**src/rtl/alu_unit_pkg.sv**
```systemverilog
// Shared definitions for the ALU issue unit: operation encodings, bus widths
// and the layout of one buffered CDB result.
package alu_unit_pkg;

   localparam int DataWidth = 32;
   localparam int OpIdBus   = 6;
   localparam int ROBIDBus  = 4;
   localparam int ImmWidth  = 32;

   localparam logic True  = 1'b1;
   localparam logic False = 1'b0;

   localparam logic [OpIdBus-1:0] LUI   = 6'd1,  AUIPC = 6'd2,  JAL   = 6'd3,  JALR  = 6'd4;
   localparam logic [OpIdBus-1:0] BEQ   = 6'd5,  BNE   = 6'd6,  BLT   = 6'd7,  BGE   = 6'd8;
   localparam logic [OpIdBus-1:0] BLTU  = 6'd9,  BGEU  = 6'd10;
   localparam logic [OpIdBus-1:0] LB    = 6'd11, LH    = 6'd12, LW    = 6'd13, LBU   = 6'd14;
   localparam logic [OpIdBus-1:0] LHU   = 6'd15, SB    = 6'd16, SH    = 6'd17, SW    = 6'd18;
   localparam logic [OpIdBus-1:0] ADDI  = 6'd19, SLTI  = 6'd20, SLTIU = 6'd21, XORI  = 6'd22;
   localparam logic [OpIdBus-1:0] ORI   = 6'd23, ANDI  = 6'd24, SLLI  = 6'd25, SRLI  = 6'd26;
   localparam logic [OpIdBus-1:0] SRAI  = 6'd27, ADD   = 6'd28, SUB   = 6'd29, SLL   = 6'd30;
   localparam logic [OpIdBus-1:0] SLT   = 6'd31, SLTU  = 6'd32, XOR   = 6'd33, SRL   = 6'd34;
   localparam logic [OpIdBus-1:0] SRA   = 6'd35, OR    = 6'd36, AND   = 6'd37;

   typedef struct packed {
      logic [ROBIDBus-1:0]  rob_id;
      logic [DataWidth-1:0] value;
      logic                 is_jump;
      logic [DataWidth-1:0] target;
   } cdb_entry_t;

endpackage

```
**src/rtl/alu_unit_core.sv**
```systemverilog
// Combinational ALU datapath: result value, jump decision and next-PC target
// for one issued instruction.
module alu_core
   import alu_unit_pkg::*;
(
   input  logic [OpIdBus-1:0]   op,
   input  logic [DataWidth-1:0] pc,
   input  logic [DataWidth-1:0] rs1,
   input  logic [DataWidth-1:0] rs2,
   input  logic [ImmWidth-1:0]  imm,
   output logic [DataWidth-1:0] value,
   output logic                 is_jump,
   output logic [DataWidth-1:0] target
);

   logic [DataWidth-1:0]        op2, pc_next, pc_rel;
   logic signed [DataWidth-1:0] rs1_s, rs2_s, op2_s;
   logic [4:0]                  shamt;
   logic                        taken;

   // Immediate-form opcodes occupy one contiguous block of encodings.
   assign op2     = (op >= ADDI && op <= SRAI) ? imm : rs2;
   assign rs1_s   = rs1;
   assign rs2_s   = rs2;
   assign op2_s   = op2;
   assign shamt   = op2[4:0];
   assign pc_next = pc + DataWidth'(4);
   assign pc_rel  = pc + imm;

   always_comb begin
      value   = '0;
      is_jump = False;
      target  = pc_next;
      taken   = False;
      case (op)
         LUI:        value = imm;
         AUIPC:      value = pc_rel;
         JAL: begin
            value   = pc_next;
            is_jump = True;
            target  = pc_rel;
         end
         JALR: begin
            value   = pc_next;
            is_jump = True;
            target  = (rs1 + imm) & ~DataWidth'(1);
         end
         BEQ:        taken = (rs1 == rs2);
         BNE:        taken = (rs1 != rs2);
         BLT:        taken = (rs1_s < rs2_s);
         BGE:        taken = (rs1_s >= rs2_s);
         BLTU:       taken = (rs1 < rs2);
         BGEU:       taken = (rs1 >= rs2);
         ADD, ADDI:  value = rs1 + op2;
         SUB:        value = rs1 - rs2;
         SLL, SLLI:  value = rs1 << shamt;
         SRL, SRLI:  value = rs1 >> shamt;
         SRA, SRAI:  value = rs1_s >>> shamt;
         SLT, SLTI:  value = DataWidth'(rs1_s < op2_s);
         SLTU, SLTIU: value = DataWidth'(rs1 < op2);
         XOR, XORI:  value = rs1 ^ op2;
         OR, ORI:    value = rs1 | op2;
         AND, ANDI:  value = rs1 & op2;
         default:    value = '0;
      endcase
      if (op >= BEQ && op <= BGEU) begin
         is_jump = taken;
         target  = taken ? pc_rel : pc_next;
      end
   end

endmodule

```
**src/rtl/alu_unit.sv**
```systemverilog
// ALU issue unit: accepts instructions from the reservation station and
// buffers up to two results for the common data bus.
module alu_unit
   import alu_unit_pkg::*;
(
   input  logic                 clk,
   input  logic                 rst,
   input  logic                 rdy,
   input  logic                 RS_enable,
   input  logic [OpIdBus-1:0]   RS_OP_ID,
   input  logic [DataWidth-1:0] RS_pc,
   input  logic [DataWidth-1:0] RS_reg_rs1,
   input  logic [DataWidth-1:0] RS_reg_rs2,
   input  logic [ImmWidth-1:0]  RS_imm,
   input  logic [ROBIDBus-1:0]  RS_ROB_id,
   output logic                 ALU_ready,
   input  logic                 ROB_flush,
   input  logic                 CDB_grant,
   output logic                 CDB_valid,
   output logic [ROBIDBus-1:0]  CDB_ROB_id,
   output logic [DataWidth-1:0] CDB_value,
   output logic                 CDB_is_jump,
   output logic [DataWidth-1:0] CDB_target_pc
);

   logic [1:0]           count;
   logic                 wr_ptr, rd_ptr;
   logic                 push, pop;
   cdb_entry_t           fifo_mem [2];
   cdb_entry_t           issue_entry, head;
   logic [DataWidth-1:0] core_value, core_target;
   logic                 core_is_jump;

   alu_core u_core (
      .op      (RS_OP_ID),
      .pc      (RS_pc),
      .rs1     (RS_reg_rs1),
      .rs2     (RS_reg_rs2),
      .imm     (RS_imm),
      .value   (core_value),
      .is_jump (core_is_jump),
      .target  (core_target)
   );

   assign issue_entry = '{rob_id: RS_ROB_id, value: core_value,
                          is_jump: core_is_jump, target: core_target};

   // rst is folded in so the ready/valid outputs drop the instant reset asserts.
   assign ALU_ready = rst && rdy && (count < 2'd2);
   assign CDB_valid = (count != 2'd0);
   assign push      = RS_enable && ALU_ready && !ROB_flush;
   assign pop       = rdy && CDB_valid && CDB_grant && !ROB_flush;

   // Outputs are gated by valid so an empty or reset FIFO presents all zeros.
   assign head          = fifo_mem[rd_ptr];
   assign CDB_ROB_id    = CDB_valid ? head.rob_id  : '0;
   assign CDB_value     = CDB_valid ? head.value   : '0;
   assign CDB_is_jump   = CDB_valid ? head.is_jump : False;
   assign CDB_target_pc = CDB_valid ? head.target  : '0;

   // A flush discards buffered results even while rdy is low.
   always_ff @(posedge clk or negedge rst) begin
      if (!rst) begin
         count  <= 2'd0;
         wr_ptr <= 1'b0;
         rd_ptr <= 1'b0;
      end else if (ROB_flush) begin
         count  <= 2'd0;
         wr_ptr <= 1'b0;
         rd_ptr <= 1'b0;
      end else begin
         if (push) wr_ptr <= ~wr_ptr;
         if (pop)  rd_ptr <= ~rd_ptr;
         case ({push, pop})
            2'b10:   count <= count + 2'd1;
            2'b01:   count <= count - 2'd1;
            default: count <= count;
         endcase
      end
   end

   always_ff @(posedge clk) begin
      if (push) fifo_mem[wr_ptr] <= issue_entry;
   end

endmodule

```
**config.mk**
```make
export PLATFORM = sky130hd
export DESIGN_NAME = alu_unit
export DESIGN_NICKNAME = d
export VERILOG_FILES = /design/src/rtl/alu_unit_pkg.sv /design/src/rtl/alu_unit_core.sv /design/src/rtl/alu_unit.sv
export SDC_FILE = /design/constraint.sdc
export NUM_CORES = 1
export LEC_CHECK = 0
export ABC_AREA = 1
export BUFFER_PORTS_ARGS = -buffer_cell sky130_fd_sc_hd__buf_2
export CAP_MARGIN = 20
export CORE_ASPECT_RATIO = 1.4
export CORE_UTILIZATION = 50
export CTS_CLUSTER_DIAMETER = 80
export DETAILED_ROUTE_END_ITERATION = 10
export PLACE_DENSITY = 0.69
export SYNTH_ARGS = -nofsm -noshare
export SYNTH_HDL_FRONTEND = slang
export SYNTH_SLANG_ARGS = --single-unit
```
**constraint.sdc**
```tcl
create_clock -name clk -period 5.9 [get_ports clk]
set_input_delay 0.885 -clock clk [delete_from_list [all_inputs] [get_ports clk]]
set_output_delay 0.885 -clock clk [all_outputs]
set_load 0.01 [all_outputs]
```
==> flow_summary.yaml, run 1 <==
floorplan:
  rows: 90
  boundaryPins: 215
  initial_core_util_pct: 50.71
  die_h_um: 249.5
  die_w_um: 178.8
place:
  port_buffers: 214
  gp_congestion: 1.169
  dp.final_hpwl_um: 95970
yosys:
  async_flop_share_pct: 2.817
  synth_top_flop_cell: "edfxtp_1"
  netlist_instances: 3634
  syn_area_um2: 21870
  synth_edf_count: 138
  yosysSeqAreaShare_pct: 19.40
  ys_seq_elements: 142
  syn-mean-instance-area_um2: 6.019
  ys_types: 56
  synth_fp_nets: 3966
  yosysWarnings: 0
clock_network:
  htree_levels: 4
  cts_buffers: 17
  cts_hold_buffers: 0
  clock_sinks: 142
  cts_setup_buffers: 0
  cts.path.max_buffers: 2
  cts-root-buf: "clkbuf_16"
  cts_resized: 0
run_status:
  haltStage: "5_1_grt"
  status: "aborted with a tool error"
  error_message: "[ERROR GRT-0116] Global routing finished with congestion. Check the congestion regions in the DRC Viewer."
global_routing:
  grt_pass1_vias: 28370
  grt_pass1_wl_um: 182100
  grt_max_degree: 72
  grt_overflow: 7
  grt_use_total_pct: 56.60
## kinds of logic after synthesis
kind of cell               after synthesis  synth area share, %
AOI/OAI and AO/OA                      776                20.20
xor gates and xnor gates                54                2.162
adders and majority gates              188                10.89
buffers and inverters                  571                10.35
DFF                                    142                19.40
and+or+nand+nor                       1903                36.99
## cell usage after synthesis (all sizes together), types with 41 or more instances
cell type	instances	share of area [%]
a21oi	319	7.3
buf	64	1.6
clkbuf	64	1.1
edfxtp	138	19
ha	184	11
inv	439	7.5
nand2	1069	18
nand3	397	9.1
nand4	71	2.1
nor2	266	4.7
nor3	48	1.1
o21ai	252	5.8
xor2	41	1.6
## metrics by stage
stage | cell area [um2] | util [%] | std cells | worst slack (ns) | hold slack, ns
after floorplan | 21870 | - | 3634 | 1.194 | 0.4627
after global placement | 23450 | 54.37 | 4319 | 1.166 | 0.5377
after detailed placement | 23450 | 54.37 | 4319 | 1.131 | 0.5451
after CTS | 24020 | 55.70 | 4351 | 1.580 | 0.2411
## metal layers
metal	track usage (%)	GRT overflow
met1	57.08	0
met2	83.49	5
met3	23.71	0
met4	61.02	2
met5	0	0
==> run 2, diff against run 1 <==
Settings changed: CORE_ASPECT_RATIO 1.4 to default, CORE_UTILIZATION 50 to 35, CTS_CLUSTER_DIAMETER 80 to default, PLACE_DENSITY 0.69 to default, PLACE_DENSITY_LB_ADDON from default to 0.15.
==> run 2 against run 1 <==
The flow now finishes without violations. Area after synthesis is the same. Synthesized cell count stayed put.
==> flow_summary.yaml, run 2 <==
run_status:
  status: "complete, no violations"
yosys:
  synthXorXnorAreaFrac_pct: 2.162
  yosysSeqAreaShare_pct: 19.40
  synth_fp_nets: 3966
  yosysTopAreaCellShare_pct: 18.95
  ys_types: 56
  synth_top_family_by_area: "simple AND/OR/NAND/NOR gates"
  syn_area_um2: 21870
  synth_edf_count: 138
  synth_compound_area_share_pct: 20.20
  synth-simple-area-share_pct: 36.99
  synth.most_common_cell: "nand2_1"
  ys_seq_elements: 142
  synth_top_area_cell: "edfxtp_1"
  synth_top_flop_cell: "edfxtp_1"
  yosys-top-cells-count: "1,062 x nand2_1, 431 x inv_1, 397 x nand3_1, 319 x a21oi_1, 258 x nor2_1"
  yosysWarnings: 0
  synth_mux_area_share_pct: 0
  ys_top_cells_by_area: "edfxtp_1 19%, nand2_1 18%, ha_1 11%"
  syn-mean-instance-area_um2: 6.019
  synth_fa_ha_area_share_pct: 10.89
  async_flop_share_pct: 2.817
  netlist_instances: 3634
cells_and_area:
  largest_register_ffs: 138
  antenna_cells: 0
  postLayoutCoreUtil_pct: 39.59
  most-common-layout-cells: "1,059 x nand2_1, 431 x inv_1, 397 x nand3_1, 319 x a21oi_1, 254 x nor2_1"
  syn_to_final_growth_pct: 11.72
  largestRegisters: "fifo_mem x138, count x2"
  final_common_cell: "nand2_1"
  largest_register: "fifo_mem"
  final_nets: 4126
  stdcell_area_um2: 24430
  drive_gt1_share_pct: 9.325
floorplan:
  die-area_um2: 63500
  initial_core_util_pct: 35.44
  boundaryPins: 215
  die_w_um: 252.0
  die_h_um: 252.0
  core-area_um2: 61710
  rows: 91
clock_network:
  clock_sinks: 142
  cts.clk_slew.worst_paths_ns: 0.07
  cts_buffers: 17
  clk_latency_ns: 0.44
  cts_hold_buffers: 0
  cts.path.max_buffers: 2
  cts_resized: 0
  cts-root-buf: "clkbuf_16"
  cts_tree: "built"
  htree_levels: 4
  cts_setup_buffers: 0
sta:
  rsz0062_at_grt: "false"
  max_freq_mhz: 204.7
  fin_skew_ns: 0.01053
  tightest_slew_ns: 1.133
  finalCritPeriodShare_pct: 82.80
  slew_headroom_pct: 23.64
  maxSlewViolCount: 0
  hold_viol_final: 0
  fin_hold_ws_ns: 0.2430
  setup_violations: 0
  finalCriticalPeriod_ns: 4.885
  tns_ns: 0
detailed_routing:
  vias: 26730
  drc: 0
  via_per_inst: 5.756
  drt_iter0_drc: 3697
  post_drt_wl_per_cell_um: 25.17
  drtPass1Iterations: 6
  postRouteWirelength_um: 116900
  postRouteAntennaNets: 0
global_routing:
  grt_overflow: 0
  grt_use_total_pct: 35.68
  antenna_found_initial: 2
  grt_pass1_wl_um: 165100
  grt_pass1_vias: 23540
  grt_max_degree: 68
worst_hold_path:
  hp-class: "input port to asynchronous set/reset pin"
place:
  port_buffers: 214
  dp.final_hpwl_um: 98080
  gp_congestion: 1.051
  placed_cell_area_um2: 23860
worst_setup_path:
  crit_required_ns: 6.01
  end_kind: "flip-flop"
  cp.depth: 20
  start_kind: "input port"
  critical-path-top-delay-family: "simple AND/OR/NAND/NOR gates"
  r2r_cells: 9
  max_stage_delay_ns: 0.52
  path_cells: "buf_2 > nor2_2 > nand2_1 > nand4_4 > buf_4 > nand2_1 > o21ai_0 > inv_1 > ha_1 > nand2_1 > nor2_1 > inv_1 > nor2_1 > nand4_1 > nand2_1 > nand2_1 > nand3_1 > o21ai_0 > nor3_1 > nand4_1"
  cp_max_fo: 50
  crit_buf_inv: 4
  crit_arrival_ns: 4.99
  cp_slowest_cell: "ha_1"
  cp_common_cell: "nand2_1"
  critPathKind: "input port to flip-flop"
power_and_ir_drop:
  irDropWorstVdd_mv: 0.2161
  finalPower_mw: 5.035
  p_per_area_nw_per_um2: 206.1
  p_leak_nw: 11.94
run:
  drv_cap: 0
-- run 2: kinds of logic after synthesis --
group | count (synthesis)
fa+ha+maj | 188
simple gates | 1903
compound gates | 776
buf+inv | 571
xor+xnor | 54
flops | 142
-- run 2: worst reg2reg max path, cell delays in order, from the launching register on --
cell     delay, ns
dfrtp_1       0.44
nor2_4        0.72
buf_4         0.52
inv_1         0.14
nand3_1       0.16
nor2_1        0.06
nand2_1       0.11
nand2_1       0.10
a21oi_1       0.14
a21oi_1       0.05
-- run 2: layer usage --
metal | global-route usage [%] | part of all wire, %
met3 | 8.078 | 11
met2 | 51.04 | 40
met5 | 0 | 0.0094
met1 | 52.39 | 46
met4 | 10.93 | 3.2
-- run 2: final cells by class --
type                       instances  area, um2
multi-input combinational       2921      15420
clock buffer                      17      425.4
tap                              837       1047
inverter                         443       1664
timing repair buffer             269       1506
clock inverter                    15      127.6
fill                            7045      37280
sequential                       142       4245
-- run 2: where the power goes --
part           switching [mW]  internal (mW)
Clock                   0.491          0.552
Sequential             0.0323           1.15
Combinational            2.02          0.785
Total                    2.54           2.49
-- run 2: worst paths after layout --
kind                                   endpoint  slack (ns)         from
worst max-delay path            fifo_mem[0][60]        1.01  RS_OP_ID[2]
max in group asynchronous                rd_ptr        5.51          rst
worst max register to register         count[0]        3.35     count[0]
worst min register to register         count[0]        0.57     count[0]
worst min-delay path                     wr_ptr        0.24          rst
min in group clk                       count[0]        0.57     count[0]
-- run 2: through the flow --
stage | cells | setup slack [ns]
2_1_floorplan | 3634 | 1.194
3_3_place_gp | 4610 | 0.5356
3_5_place_dp | 4610 | 0.7317
4_1_cts | 4642 | 1.172
5_1_grt | 4644 | 0.8062
6_report | 4644 | 1.015
Note: power is estimated with default switching activity, not from simulation.
